--- src/rtl/dac_pkg.sv ---
// Shared DAC arbiter types: code width, requester count and arbiter state encoding.
package dac_pkg;

  localparam int DAC_DATA_W  = 12;
  localparam int NUM_DAC_REQ = 2;

  typedef enum logic [1:0] {
    ST_IDLE      = 2'd0,
    ST_WAIT_DONE = 2'd1,
    ST_HOLDOFF   = 2'd2
  } arb_state_t;

endpackage

--- src/rtl/dac_holdoff_timer.sv ---
// Chip-select high-time timer: load on frame done, count down while enabled, flag the last cycle.
// o_expired is high in the final holdoff cycle so the owner FSM leaves on that edge.
module dac_holdoff_timer #(
  parameter int CYCLES = 25
) (
  input  logic i_Clk,
  input  logic i_rst_n,
  input  logic i_load,
  input  logic i_en,
  output logic o_expired
);

  localparam int CW = (CYCLES > 0) ? $clog2(CYCLES + 1) : 1;

  logic [CW-1:0] r_count;

  always_ff @(posedge i_Clk) begin
    if (!i_rst_n) begin
      r_count <= '0;
    end else if (i_load) begin
      r_count <= CW'(CYCLES);
    end else if (i_en && (r_count != '0)) begin
      // Saturates at zero rather than wrapping.
      r_count <= r_count - CW'(1);
    end
  end

  assign o_expired = (r_count <= CW'(1));

endmodule

--- src/rtl/dac_spi_arbiter.sv ---
// Two-requester arbiter for a shared DAC SPI master, with enforced CS_n high time between frames.
// Define DAC_ARB_ROUND_ROBIN_EN for round-robin tie breaking; otherwise requester 0 wins ties.
module dac_spi_arbiter
  import dac_pkg::*;
#(
  parameter int HOLDOFF_CYCLES = 25,
  parameter int DATA_W         = DAC_DATA_W
) (
  input  logic              i_Clk,
  input  logic              i_rst_n,
  input  logic              i_req0,
  input  logic              i_req1,
  input  logic [DATA_W-1:0] i_data0,
  input  logic [DATA_W-1:0] i_data1,
  output logic              o_gnt0,
  output logic              o_gnt1,
  output logic              o_done0,
  output logic              o_done1,
  output logic              o_dac_start,
  output logic [DATA_W-1:0] o_dac_data,
  input  logic              i_dac_done,
  output logic              o_busy,
  output logic              o_owner
);

  arb_state_t r_state;
  logic       w_pick1;
  logic       w_hold_load;
  logic       w_hold_en;
  logic       w_hold_expired;

`ifdef DAC_ARB_ROUND_ROBIN_EN
  logic r_last;
  assign w_pick1 = i_req1 & (~i_req0 | ~r_last);
`else
  assign w_pick1 = i_req1 & ~i_req0;
`endif

  assign w_hold_load = (r_state == ST_WAIT_DONE) & i_dac_done;
  assign w_hold_en   = (r_state == ST_HOLDOFF);

  dac_holdoff_timer #(
    .CYCLES (HOLDOFF_CYCLES)
  ) u_holdoff (
    .i_Clk     (i_Clk),
    .i_rst_n   (i_rst_n),
    .i_load    (w_hold_load),
    .i_en      (w_hold_en),
    .o_expired (w_hold_expired)
  );

  always_ff @(posedge i_Clk) begin
    if (!i_rst_n) begin
      r_state     <= ST_IDLE;
      o_gnt0      <= 1'b0;
      o_gnt1      <= 1'b0;
      o_done0     <= 1'b0;
      o_done1     <= 1'b0;
      o_dac_start <= 1'b0;
      o_dac_data  <= '0;
      o_busy      <= 1'b0;
      o_owner     <= 1'b0;
`ifdef DAC_ARB_ROUND_ROBIN_EN
      r_last      <= 1'b1;
`endif
    end else begin
      o_gnt0      <= 1'b0;
      o_gnt1      <= 1'b0;
      o_done0     <= 1'b0;
      o_done1     <= 1'b0;
      o_dac_start <= 1'b0;
      case (r_state)
        ST_IDLE: begin
          if (i_req0 || i_req1) begin
            o_gnt0      <= ~w_pick1;
            o_gnt1      <= w_pick1;
            o_dac_start <= 1'b1;
            o_dac_data  <= w_pick1 ? i_data1 : i_data0;
            o_owner     <= w_pick1;
            o_busy      <= 1'b1;
            r_state     <= ST_WAIT_DONE;
`ifdef DAC_ARB_ROUND_ROBIN_EN
            r_last      <= w_pick1;
`endif
          end
        end
        ST_WAIT_DONE: begin
          if (i_dac_done) begin
            o_done0 <= ~o_owner;
            o_done1 <= o_owner;
            if (HOLDOFF_CYCLES == 0) begin
              r_state <= ST_IDLE;
              o_busy  <= 1'b0;
            end else begin
              r_state <= ST_HOLDOFF;
            end
          end
        end
        ST_HOLDOFF: begin
          if (w_hold_expired) begin
            r_state <= ST_IDLE;
            o_busy  <= 1'b0;
          end
        end
        default: begin
          r_state <= ST_IDLE;
          o_busy  <= 1'b0;
        end
      endcase
    end
  end

endmodule

--- config.mk ---
export PLATFORM = sky130hd
export DESIGN_NAME = dac_spi_arbiter
export DESIGN_NICKNAME = d
export VERILOG_FILES = /design/src/rtl/dac_pkg.sv /design/src/rtl/dac_holdoff_timer.sv /design/src/rtl/dac_spi_arbiter.sv
export SDC_FILE = /design/constraint.sdc
export NUM_CORES = 1
export LEC_CHECK = 0
export CAP_MARGIN = 20
export CELL_PAD_IN_SITES_DETAIL_PLACEMENT = 0
export CELL_PAD_IN_SITES_GLOBAL_PLACEMENT = 2
export CORE_MARGIN = 5
export CORE_UTILIZATION = 40
export CTS_BUF_LIST = sky130_fd_sc_hd__clkbuf_4
export CTS_CLUSTER_SIZE = 40
export DETAILED_ROUTE_END_ITERATION = 10
export DONT_BUFFER_PORTS = 1
export PLACE_DENSITY_LB_ADDON = 0.1
export SETUP_SLACK_MARGIN = 0.15
export SLEW_MARGIN = 10
export SYNTH_ARGS = -nofsm -noshare
export SYNTH_HDL_FRONTEND = slang
export SYNTH_SLANG_ARGS = --single-unit
--- constraint.sdc ---
create_clock -name i_Clk -period 2.3 [get_ports i_Clk]
set_input_delay 0.115 -clock i_Clk [delete_from_list [all_inputs] [get_ports i_Clk]]
set_output_delay 0.115 -clock i_Clk [all_outputs]
set_load 0.005 [all_outputs]
==> results of run 1 <==
==> flip-flops by register name (all words and copies together) (netlist names) <==
| register | count |
|---|---|
| r_state | 2 |
| o_gnt0 | 1 |
| o_busy | 1 |
| o_dac_start | 1 |
| o_gnt1 | 1 |
| o_dac_data | 12 |
| u_holdoff.r_count | 5 |
| o_done0 | 1 |
| o_done1 | 1 |
| o_owner | 1 |
==> cell type report <==
class,instances,area [um^2],area share [%]
flip-flops and latches,26,520,42.7
repair buffers,6,55.1,4.52
well taps,31,38.8,3.18
clock buffers,3,22.5,1.85
inverters,5,18.8,1.54
clock inverters,1,3.75,0.308
multi-input cells,79,559,45.9
==> power groups by stage <==
stage	clock network, mW	registers (mW)	logic (mW)
floorplan	0	0.529	0.128
global placement	0	0.543	0.144
detailed placement	0	0.543	0.148
CTS	0.209	0.533	0.155
global route	0.225	0.539	0.173
finish	0.194	0.532	0.153
==> how the worst max path moves through the flow <==
stage / depth (start not counted) / start / end
4_1_cts: 5 / u_holdoff.r_count[0] / u_holdoff.r_count[0]
6_report: 5 / u_holdoff.r_count[0] / u_holdoff.r_count[0]
5_1_grt: 5 / u_holdoff.r_count[0] / u_holdoff.r_count[0]
2_1_floorplan: 6 / u_holdoff.r_count[0] / u_holdoff.r_count[0]
3_3_place_gp: 5 / u_holdoff.r_count[0] / u_holdoff.r_count[0]
3_5_place_dp: 5 / u_holdoff.r_count[0] / u_holdoff.r_count[0]
==> metrics by stage <==
stage                     setup WS (ns)  utilization [%]  hold slack [ns]  power (mW)  instance area [um^2]
after CTS                         0.639             44.2          0.00691       0.897                  1220
after global placement            0.694             41.8            0.237       0.687                  1150
final                             0.636             44.2           0.0182       0.879                  1220
after global routing              0.531             44.2          0.00363       0.938                  1220
after detailed placement          0.666             41.8            0.237       0.691                  1150
after floorplan                   0.757                -            0.232       0.657                  1140
==> routing by layer <==
metal	up-vias	track usage (%)
met1	415	15.9
met3	4	4.62
met5	-	0
met4	0	4.68
met2	35	21.2
li1	451	-
==> kinds of logic after synthesis <==
kind of cell | synth area share (%)
AO/OA/AOI/OAI | 24.5
adder cells (fa/ha/maj) | 2.19
buffers and inverters | 5.58
flip-flops | 45.5
multiplexers | 10.5
AND/OR/NAND/NOR | 11.7
==> timing repair <==
item | 4_1_cts | 5_1_grt
endpoints found under the setup margin | 0 | 0
endpoints found under the hold margin | 10 | 0
hold buffers | 4 | 0
==> cell usage in the layout, fill, tap and decap left out, drive strengths merged, types with 2 or more instances in the layout <==
cell         count
a311oi           2
mux2i           12
a211oi          13
nor2             3
nor2b            2
o31ai            2
inv              4
dfxtp           26
nand2b           2
a21oi           19
clkinv           2
ha               2
buf              2
nand3b           2
and3             3
dlygate4sd3      4
clkbuf           3
nor3             3
==> metrics.log, run 1 <==
[metrics] layout net count: 152
[metrics] pwr/cell area: 721 mW/mm^2
[metrics] routed length on met1: 1.17 mm
[metrics] top cell types by occurrence after synthesis: dfxtp_1 (26), a21oi_1 (19), a211oi_1 (13)
[metrics] Worst-Margin Slew: 0.763 ns
[metrics] WHS Endpoint: o_dac_data[5]
[metrics] Setup-failing EPs final: 0
[metrics] Slew HR: 49.1%
[metrics] Clock power frac: 22.1%
[metrics] top-area cell type share of the netlist area: 45.5%
[metrics] total length of routed met3 wires: 207 um
[metrics] worst setup path class: reg2reg
[metrics] combinational cell fraction of total power: 17.4%
[metrics] width of the chip: 63.5 um
[metrics] total detailed-routing wirelength: 2.62 mm
[metrics] reported max-cap violation count: 0
[metrics] Via-to-Cell Ratio: 5.99
[metrics] number of pins with negative max-slew slack in the final report: 0
[metrics] Final min period: 1.66 ns
[metrics] count of antenna diodes in the layout: 0
[metrics] number of cells upsized or downsized after cts: 0
[metrics] count of H-tree levels built during CTS: 1
[metrics] internal power consumption: 626 uW
[metrics] total placed cells including tap cells: 143
[metrics] maximum number of pins on one net before global-route repair: 19
[metrics] fraction of layout cells with a size suffix above 1: 5.83%
[metrics] via count of the first global-routing pass: 876
[metrics] Worst Path Buf+Inv: 1
[metrics] portion of the clock cycle consumed by the worst path in the final layout: 72.3%
[metrics] Vert. Die Dim: 63.5 um
[metrics] clock buffers created by TritonCTS: 3
[metrics] die outline area: 0.00403 mm^2
[metrics] Routed met2 length: 1.21 mm
[metrics] RSZ-0062 raised after global routing: false
[metrics] DR WL/cell: 17.3 um
[metrics] status: finished clean
[metrics] most used standard cell by instance count after synthesis: dfxtp_1
[metrics] critical path startpoint category: flop
[metrics] ANT nets after route: 0
[metrics] number of fill cells: 281
[metrics] TritonCTS sink count: 26
[metrics] Post-Syn Area: 0.00114 mm^2
[metrics] Max Fanout on Critical Path: 7
[metrics] count of input and output buffers: 0
[metrics] placer congestion estimate: 0.771
[metrics] total global routing track utilization: 13.1%
[metrics] maximum single-stage delay on the critical path: 0.56 ns
[metrics] placeable core region: 0.00276 mm^2
[metrics] Hold Violations, Final: 0
[metrics] drt initial violations: 26
[metrics] Area growth, synth to finish: 6.56%
[metrics] clock-pin slew on the worst setup and hold paths: 0.14 ns
[metrics] number of nets produced by synthesis: 150
[metrics] flip-flop and latch count after synthesis: 26
[metrics] worst endpoint data arrival time: 1.86 ns
[metrics] post-DP HPWL: 1.87 mm
[metrics] total leakage power: 0.501 nW
[metrics] fraction of power spent switching nets: 28.8%
[metrics] number of distinct library cells after synthesis: 32
[metrics] portion of the post-synthesis area used by sequential elements: 45.5%
[metrics] dominant cell type by area after synthesis: dfxtp_1
[metrics] biggest area contributors in the synthesized netlist: dfxtp_1 (46%), mux2i_1 (11%), a211oi_1 (8.5%), a21oi_1 (8.3%), buf_2 (2.6%)
[metrics] share of flip-flops with an asynchronous set or reset: 0%
[metrics] average cell area after synthesis: 9.61 um^2
[metrics] highest clock frequency the design can meet: 0.601 GHz
[metrics] number of antenna violations at the first check in global routing: 0
[metrics] slowest cell on the critical path: or4b_1
[metrics] Initial Util: 41.5%
[metrics] later-pin clock latency in the skew report: 0.31 ns
[metrics] Required @ worst endpoint: 2.49 ns
[metrics] number of remaining DRC errors: 0
[metrics] reg-to-reg setup timing slack: 0.64 ns
[metrics] chain of cells forming the critical path: inv_1, ha_1, or4b_1, a211oi_1, a311oi_1
[metrics] R2R cell count: 5
[metrics] global-route wire length before repair: 4.26 mm
[metrics] hold path startpoint: i_data1[5]
[metrics] total number of vias: 905
[metrics] Boundary Pins: 48
[metrics] portion of total power attributed to sequential cells: 60.5%
[metrics] sum of overflow across all layers after global routing: 0
[metrics] CTS Root Cell: clkbuf_4
[metrics] Layout Cells excl Fill: 151
[metrics] worst flop-to-flop path startpoint: u_holdoff.r_count[0]
[metrics] buffers inserted during post-CTS setup optimization: 0
[metrics] NetSw: 253 uW
[metrics] CTS tree: built
[metrics] Post-synth EDFFs: 0
[metrics] Cells after Synth: 119
[metrics] Total Neg Setup Slack: 0 ns
[metrics] most frequently used flop master after synthesis: dfxtp_1
[metrics] capture point of the worst reg-to-reg path: u_holdoff.r_count[0]
[metrics] number of core rows: 19
[metrics] worst hold-check path type: in2reg
[metrics] Clock Skews: 0.00290 ns
[metrics] first-pass iteration count of the detailed router: 4
[metrics] number of warnings printed during yosys synthesis: 0
[metrics] element type at the critical path end: flop
[metrics] top routing layer in use: met4
[metrics] largest voltage drop on the vdd net: 0.380 mV
[metrics] CP delay by family, top: simple AND/OR/NAND/NOR gates
[metrics] Hold Crit Depth: 2
[metrics] maximum clock path buffer count: 2
No activity file was read; power rests on OpenSTA's default activity.
==> inputs of run 2 (changes only) <==
Settings changed: CORE_UTILIZATION 40 to 37.
Clock period 2.3 ns to 1.6 ns, I/O delays scaled along.
==> run 2 against run 1 <==
Net effect:
- design area rose by 26%
- via count rose by 12%
- cell count grew 21%
- combinational power rose by 110%
==> metrics.log, run 2 (synthesis gave the netlist of run 1 again) <==
[metrics] Initial Util: 38.1% (-3.4 points)
[metrics] DR WL/cell: 17.4 um (+0.24%)
[metrics] total leakage power: 0.632 nW (+26%)
[metrics] hold path startpoint: i_req1
[metrics] number of flip-flops in the largest register: 12 (unchanged)
[metrics] element type at the critical path end: flop
[metrics] total number of vias: 1014 (+12%)
[metrics] CP Capture Point: u_holdoff.r_count[0]
[metrics] chain of cells forming the critical path: inv_2, ha_4, or4b_4, a211oi_2, a311oi_1
[metrics] post-DP HPWL: 1.97 mm (+5.5%)
[metrics] first-pass iteration count of the detailed router: 4 (unchanged)
[metrics] reported max-cap violation count: 0 (unchanged)
[metrics] worst setup path class: reg2reg
[metrics] maximum number of pins on one net before global-route repair: 15 (-4)
[metrics] count of antenna diodes in the layout: 0 (unchanged)
[metrics] number of antenna violations at the first check in global routing: 0 (unchanged)
[metrics] later-pin clock latency in the skew report: 0.32 ns (about the same)
[metrics] Via-to-Cell Ratio: 5.57 (-7.0%)
[metrics] Slew HR: 77.7% (+29 points)
[metrics] total detailed-routing wirelength: 3.16 mm (+21%)
[metrics] via count of the first global-routing pass: 1049 (+20%)
[metrics] slowest cell on the critical path: or4b_4
[metrics] Worst-Margin Slew: 0.332 ns (-0.431 ns)
[metrics] RSZ-0062 raised after global routing: true
[metrics] utilization after layout: 51.2% (+7.0 points)
[metrics] most common library cell in the layout ignoring fill and taps: dlygate4sd3_1
[metrics] drt initial violations: 53 (+100%)
[metrics] number of remaining DRC errors: 0 (unchanged)
[metrics] placer congestion estimate: 0.818 (+6.0%)
[metrics] Worst Slack Setup Final: 0.158 ns (-0.478 ns)
[metrics] fraction of layout cells with a size suffix above 1: 14.8% (+8.9 points)
[metrics] placeable core region: 0.00300 mm^2 (+8.9%)
[metrics] Worst Setup Slack post-DPL: 0.155 ns (-0.511 ns)
[metrics] CTS tree: built
[metrics] clock buffers created by TritonCTS: 3 (unchanged)
[metrics] Non-Filler Cell Area, Final: 0.00154 mm^2 (+26%)
[metrics] maximum clock path buffer count: 2 (unchanged)
[metrics] CP Launch Point: u_holdoff.r_count[1]
[metrics] largest voltage drop on the vdd net: 0.411 mV (+8.1%)
[metrics] number of pins with negative max-slew slack in the final report: 0 (unchanged)
[metrics] largest registers: o_dac_data: 12 flops, u_holdoff.r_count: 5 flops, r_state: 2 flops
[metrics] most frequent cells in the layout: dlygate4sd3_1 (28), dfxtp_1 (24), a21oi_1 (18)
[metrics] capture point of the worst reg-to-reg path: u_holdoff.r_count[0]
[metrics] Worst Path Buf+Inv: 1 (unchanged)
[metrics] critical path startpoint category: flop
[metrics] portion of the clock cycle consumed by the worst path in the final layout: 90.1% (+18 points)
[metrics] CP delay by family, top: simple AND/OR/NAND/NOR gates
[metrics] highest clock frequency the design can meet: 0.693 GHz (+15%)
[metrics] Total Neg Setup Slack: 0 ns (unchanged)
[metrics] R2R cell count: 5 (unchanged)
[metrics] Boundary Pins: 48 (unchanged)
[metrics] worst endpoint data arrival time: 1.66 ns (-0.20 ns)
[metrics] Clock Skews: 0.00770 ns (+0.00480 ns)
[metrics] sum of overflow across all layers after global routing: 0 (unchanged)
[metrics] ANT nets after route: 0 (unchanged)
[metrics] die outline area: 0.00430 mm^2 (+6.8%)
[metrics] layout net count: 181 (+19%)
[metrics] TritonCTS sink count: 26 (unchanged)
[metrics] Final min period: 1.44 ns (-0.222 ns)
[metrics] Vert. Die Dim: 65.6 um (+3.3%)
[metrics] Required @ worst endpoint: 1.81 ns (-0.68 ns)
[metrics] pwr/cell area: 892 mW/mm^2 (+24%)
[metrics] clock-pin slew on the worst setup and hold paths: 0.15 ns (about the same)
[metrics] global-route wire length before repair: 5.28 mm (+24%)
[metrics] status: finished clean
[metrics] logic depth of the worst setup path including buffers: 5 (unchanged)
[metrics] count of input and output buffers: 0 (unchanged)
[metrics] total global routing track utilization: 15.9% (+2.8 points)
[metrics] Final Total Pwr: 1.37 mW (+56%)
[metrics] Setup-failing EPs final: 0 (unchanged)
[metrics] maximum single-stage delay on the critical path: 0.51 ns (-0.05 ns)
[metrics] CTS Root Cell: clkbuf_4
[metrics] Most flops, register: o_dac_data
[metrics] width of the chip: 65.6 um (+3.3%)
[metrics] count of H-tree levels built during CTS: 1 (unchanged)
[metrics] Max Fanout on Critical Path: 6 (-1)
[metrics] worst hold-check path type: in2reg
[metrics] Hold Violations, Final: 0 (unchanged)
[metrics] placed instance area: 0.00120 mm^2 (+4.5%)
[metrics] worst flop-to-flop path startpoint: u_holdoff.r_count[1]
[metrics] Area growth, synth to finish: 34.5%
[metrics] reg-to-reg setup timing slack: 0.16 ns (-0.48 ns)
[metrics] number of core rows: 20 (+1)
==> run 2: stage by stage <==
stage | hold slack (ns) | instances
floorplan | 0.197 | 119
global placement | 0.199 | 148
detailed placement | 0.202 | 148
CTS | 0.00561 | 182
global route | 0.0117 | 182
finish | 0.0152 | 182
==> run 2: cell type report <==
| class | instances | area [um^2] |
|---|---|---|
| clock buffer | 3 | 22.5 |
| inverter | 5 | 18.8 |
| fill | 296 | 1470 |
| clock inverter | 1 | 3.75 |
| timing repair buffer | 35 | 333 |
| sequential | 26 | 526 |
| tap | 33 | 41.3 |
| multi-input combinational | 79 | 593 |
==> run 2: routing by layer <==
metal	GRT usage, %	vias to the layer above	part of all wire (%)
met3	3.08	2	6.2
li1	-	508	-
met4	5.44	0	0.60
met2	28.4	34	53
met1	18.8	470	40
met5	0	-	0
==> run 2: power breakdown <==
group / switching [mW] / internal [mW]
Clock: 0.198 / 0.0914
Combinational: 0.147 / 0.170
Sequential: 0.0553 / 0.708
==> run 2: worst min-delay path by stage <==
stage | endpoint | slack [ns] | cells after the start
2_1_floorplan | r_state[0] | 0.20 | 1
3_3_place_gp | r_state[0] | 0.20 | 1
3_5_place_dp | r_state[0] | 0.20 | 1
4_1_cts | o_gnt1 | 0.006 | 2
5_1_grt | o_gnt1 | 0.01 | 2
6_report | o_gnt1 | 0.02 | 2
==> run 2: repair_timing <==
action | 4_1_cts | 5_1_grt
pin swaps | 0 | 2
hold endpoints to repair | 25 | 0
buffers inserted | 2 | 0
hold buffers | 28 | 0
gates resized for setup | 0 | 3
setup endpoints to repair | 2 | 2
cloned | 0 | 0
==> run 2: worst reg2reg max path, stage by stage (launching register included) <==
cell      delay, ns
dfxtp_2        0.35
inv_2          0.07
ha_4           0.13
or4b_4         0.51
a211oi_2       0.21
a311oi_1       0.06
==> inputs of run 3 (changes only) <==
==> constraint.sdc (replaced) <==
create_clock -name i_Clk -period 1.6 [get_ports i_Clk]
set_input_delay 0.48 -clock i_Clk [delete_from_list [all_inputs] [get_ports i_Clk]]
set_output_delay 0.48 -clock i_Clk [all_outputs]
set_load 0.005 [all_outputs]
==> run 3 against run 2 <==
Net effect:
- critical path depth stayed put
- flip-flop and latch count stayed put
- design area is 17% lower
- cell count is 15% lower
- worst hold slack better by 0.24 ns
- power is 5.8% lower
- clock-buffer cell count stayed put
- first-iteration DRC count is 11% higher
- sequential share of layout area is 7.4 points higher
- combinational power is 23% lower
- largest power group unchanged
- highest routed layer unchanged
==> metrics.log, run 3 (synthesis gave the netlist of run 1 again) <==
[metrics] layout net count: 154 (-15%)
[metrics] post-DP HPWL: 1.95 mm (-0.75%)
[metrics] number of remaining DRC errors: 0 (unchanged)
[metrics] number of antenna violations at the first check in global routing: 0 (unchanged)
[metrics] NetSw: 375 uW (-6.4%)
[metrics] R2R cell count: 5 (unchanged)
[metrics] placeable core region: 0.00300 mm^2 (unchanged)
[metrics] critical path startpoint category: flop
[metrics] Post-CTS Hold Buffers: 0 (-100%)
[metrics] Worst-Margin Slew: 0.325 ns (-0.00664 ns)
[metrics] ANT nets after route: 0 (unchanged)
[metrics] Vert. Die Dim: 65.6 um (unchanged)
[metrics] sum of overflow across all layers after global routing: 0 (unchanged)
[metrics] portion of total power attributed to sequential cells: 59.0% (+3.3 points)
[metrics] portion of the clock cycle consumed by the worst path in the final layout: 90.0% (-0.18 points)
[metrics] RSZ-0062 raised after global routing: true
[metrics] Total Neg Setup Slack: 0 ns (unchanged)
[metrics] Area growth, synth to finish: 11.1%
[metrics] first-pass iteration count of the detailed router: 4 (unchanged)
[metrics] Hold Crit Depth: 1 (-1)
[metrics] WHS Endpoint: r_state[0]
[metrics] count of H-tree levels built during CTS: 1 (unchanged)
[metrics] Via-to-Cell Ratio: 5.81 (+4.3%)
[metrics] DR WL/cell: 17.4 um (about the same)
[metrics] status: finished clean
[metrics] Required @ worst endpoint: 1.81 ns (about the same)
[metrics] global-route wire length before repair: 4.37 mm (-17%)
[metrics] Final min period: 1.44 ns (-0.00283 ns)
[metrics] die outline area: 0.00430 mm^2 (unchanged)
[metrics] most frequent cells in the layout: dfxtp_1 (24), a21oi_1 (18), mux2i_1 (12), a211oi_1 (12), buf_4 (8)
[metrics] count of antenna diodes in the layout: 0 (unchanged)
[metrics] hold path startpoint: i_dac_done
[metrics] Clock power frac: 22.0% (+0.9 points)
[metrics] later-pin clock latency in the skew report: 0.32 ns (about the same)
[metrics] reg-to-reg setup timing slack: 0.16 ns (about the same)
[metrics] worst hold-check path type: in2reg
[metrics] total detailed-routing wirelength: 2.69 mm (-15%)
[metrics] CTS Root Cell: clkbuf_4
[metrics] Final Total Pwr: 1.29 mW (-5.8%)
[metrics] internal power consumption: 916 uW (-5.6%)
[metrics] utilization after layout: 42.3% (-8.9 points)
[metrics] Slew HR: 77.7% (about the same)
[metrics] worst setup path class: reg2reg
[metrics] maximum clock path buffer count: 2 (unchanged)
[metrics] Hold Violations, Final: 0 (unchanged)
[metrics] capture point of the worst reg-to-reg path: u_holdoff.r_count[0]
[metrics] clock-pin slew on the worst setup and hold paths: 0.14 ns (about the same)
[metrics] fraction of power spent switching nets: 29.1% (-0.17 points)
[metrics] element type at the critical path end: flop
[metrics] number of flip-flops in the largest register: 12 (unchanged)
[metrics] highest clock frequency the design can meet: 0.695 GHz (+0.20%)
[metrics] drt initial violations: 59 (+11%)
[metrics] most common library cell in the layout ignoring fill and taps: dfxtp_1
[metrics] CTS tree: built
[metrics] fraction of layout cells with a size suffix above 1: 18.9% (+4.1 points)
[metrics] total number of vias: 901 (-11%)
[metrics] combinational cell fraction of total power: 19.0% (-4.2 points)
[metrics] Max Fanout on Critical Path: 6 (unchanged)
[metrics] Boundary Pins: 48 (unchanged)
[metrics] Most flops, register: o_dac_data
[metrics] largest registers: o_dac_data: 12 flops, u_holdoff.r_count: 5 flops, r_state: 2 flops
[metrics] clock buffers created by TritonCTS: 3 (unchanged)
[metrics] worst flop-to-flop path startpoint: u_holdoff.r_count[1]
[metrics] largest voltage drop on the vdd net: 0.633 mV (+54%)
[metrics] count of input and output buffers: 0 (unchanged)
[metrics] total global routing track utilization: 13.2% (-2.7 points)
[metrics] TritonCTS sink count: 26 (unchanged)
[metrics] Setup-failing EPs final: 0 (unchanged)
[metrics] number of pins with negative max-slew slack in the final report: 0 (unchanged)
[metrics] Clock Skews: 0.00552 ns (-0.00217 ns)
[metrics] total leakage power: 0.520 nW (-18%)
[metrics] maximum number of pins on one net before global-route repair: 15 (unchanged)
[metrics] placer congestion estimate: 0.766 (-6.3%)
[metrics] via count of the first global-routing pass: 895 (-15%)
[metrics] reported max-cap violation count: 0 (unchanged)
[metrics] number of core rows: 20 (unchanged)
[metrics] pwr/cell area: 1020 mW/mm^2 (+14%)
[metrics] width of the chip: 65.6 um (unchanged)
[metrics] Initial Util: 38.1% (unchanged)
[metrics] worst endpoint data arrival time: 1.65 ns (about the same)
==> run 3: cell types whose count changed in the layout (fill, tap and decap cells not counted), sizes merged <==
cell,previous run,this run
buf,7,8
dlygate4sd3,28,0
==> run 3: routing by layer <==
metal | track usage (%) | routed length, um | share of wire (%) | vias up
met4 | 3.11 | 20 | 0.74 | 0
met2 | 22.8 | 1340 | 50 | 31
li1 | - | - | - | 455
met5 | 0 | 0 | 0 | -
met3 | 6.67 | 251 | 9.3 | 2
met1 | 14.5 | 1080 | 40 | 413
==> run 3: timing repair <==
action,4_1_cts,5_1_grt
resized for setup,4,1
endpoints found under the setup margin,2,4
pin swaps,0,2
setup buffers,2,0
==> run 3: area by class of cell <==
type / count / area (um^2)
clock buffer: 3 / 22.5
fill: 303 / 1730
timing repair buffer: 8 / 60.1
clock inverter: 1 / 3.75
sequential: 26 / 528
multi-input combinational: 79 / 593
tap: 33 / 41.3
inverter: 5 / 21.3
==> run 3: how the worst max path moves through the flow <==
stage	start	endpoint	slack, ns	cells past startpoint
global route	u_holdoff.r_count[1]	u_holdoff.r_count[0]	0.08	5
floorplan	u_holdoff.r_count[0]	u_holdoff.r_count[0]	0.15	6
finish	u_holdoff.r_count[1]	u_holdoff.r_count[0]	0.16	5
global placement	u_holdoff.r_count[0]	u_holdoff.r_count[0]	0.18	5
CTS	u_holdoff.r_count[1]	u_holdoff.r_count[0]	0.16	5
detailed placement	u_holdoff.r_count[1]	u_holdoff.r_count[0]	0.17	5
==> run 3: per-stage QoR <==
stage / setup WS, ns / cells / area [um^2] / hold WS (ns)
floorplan: 0.151 / 119 / 1180 / 0.456
global placement: 0.182 / 149 / 1210 / 0.489
detailed placement: 0.169 / 149 / 1210 / 0.490
CTS: 0.156 / 155 / 1270 / 0.245
global route: 0.0848 / 155 / 1270 / 0.244
finish: 0.161 / 155 / 1270 / 0.257
==> run 3: power groups by stage <==
stage	clock [mW]	combinational [mW]	sequential, mW
after global routing	0.330	0.278	0.771
after CTS	0.306	0.246	0.763
after detailed placement	0	0.231	0.782
final	0.284	0.245	0.762
after floorplan	0	0.205	0.762
after global placement	0	0.231	0.782
==> run 3: critical path, cell delays in order (launching register included) <==
cell	delay [ns]
dfxtp_4	0.38
inv_4	0.06
ha_4	0.13
or4b_4	0.51
a211oi_2	0.19
a311oi_1	0.05
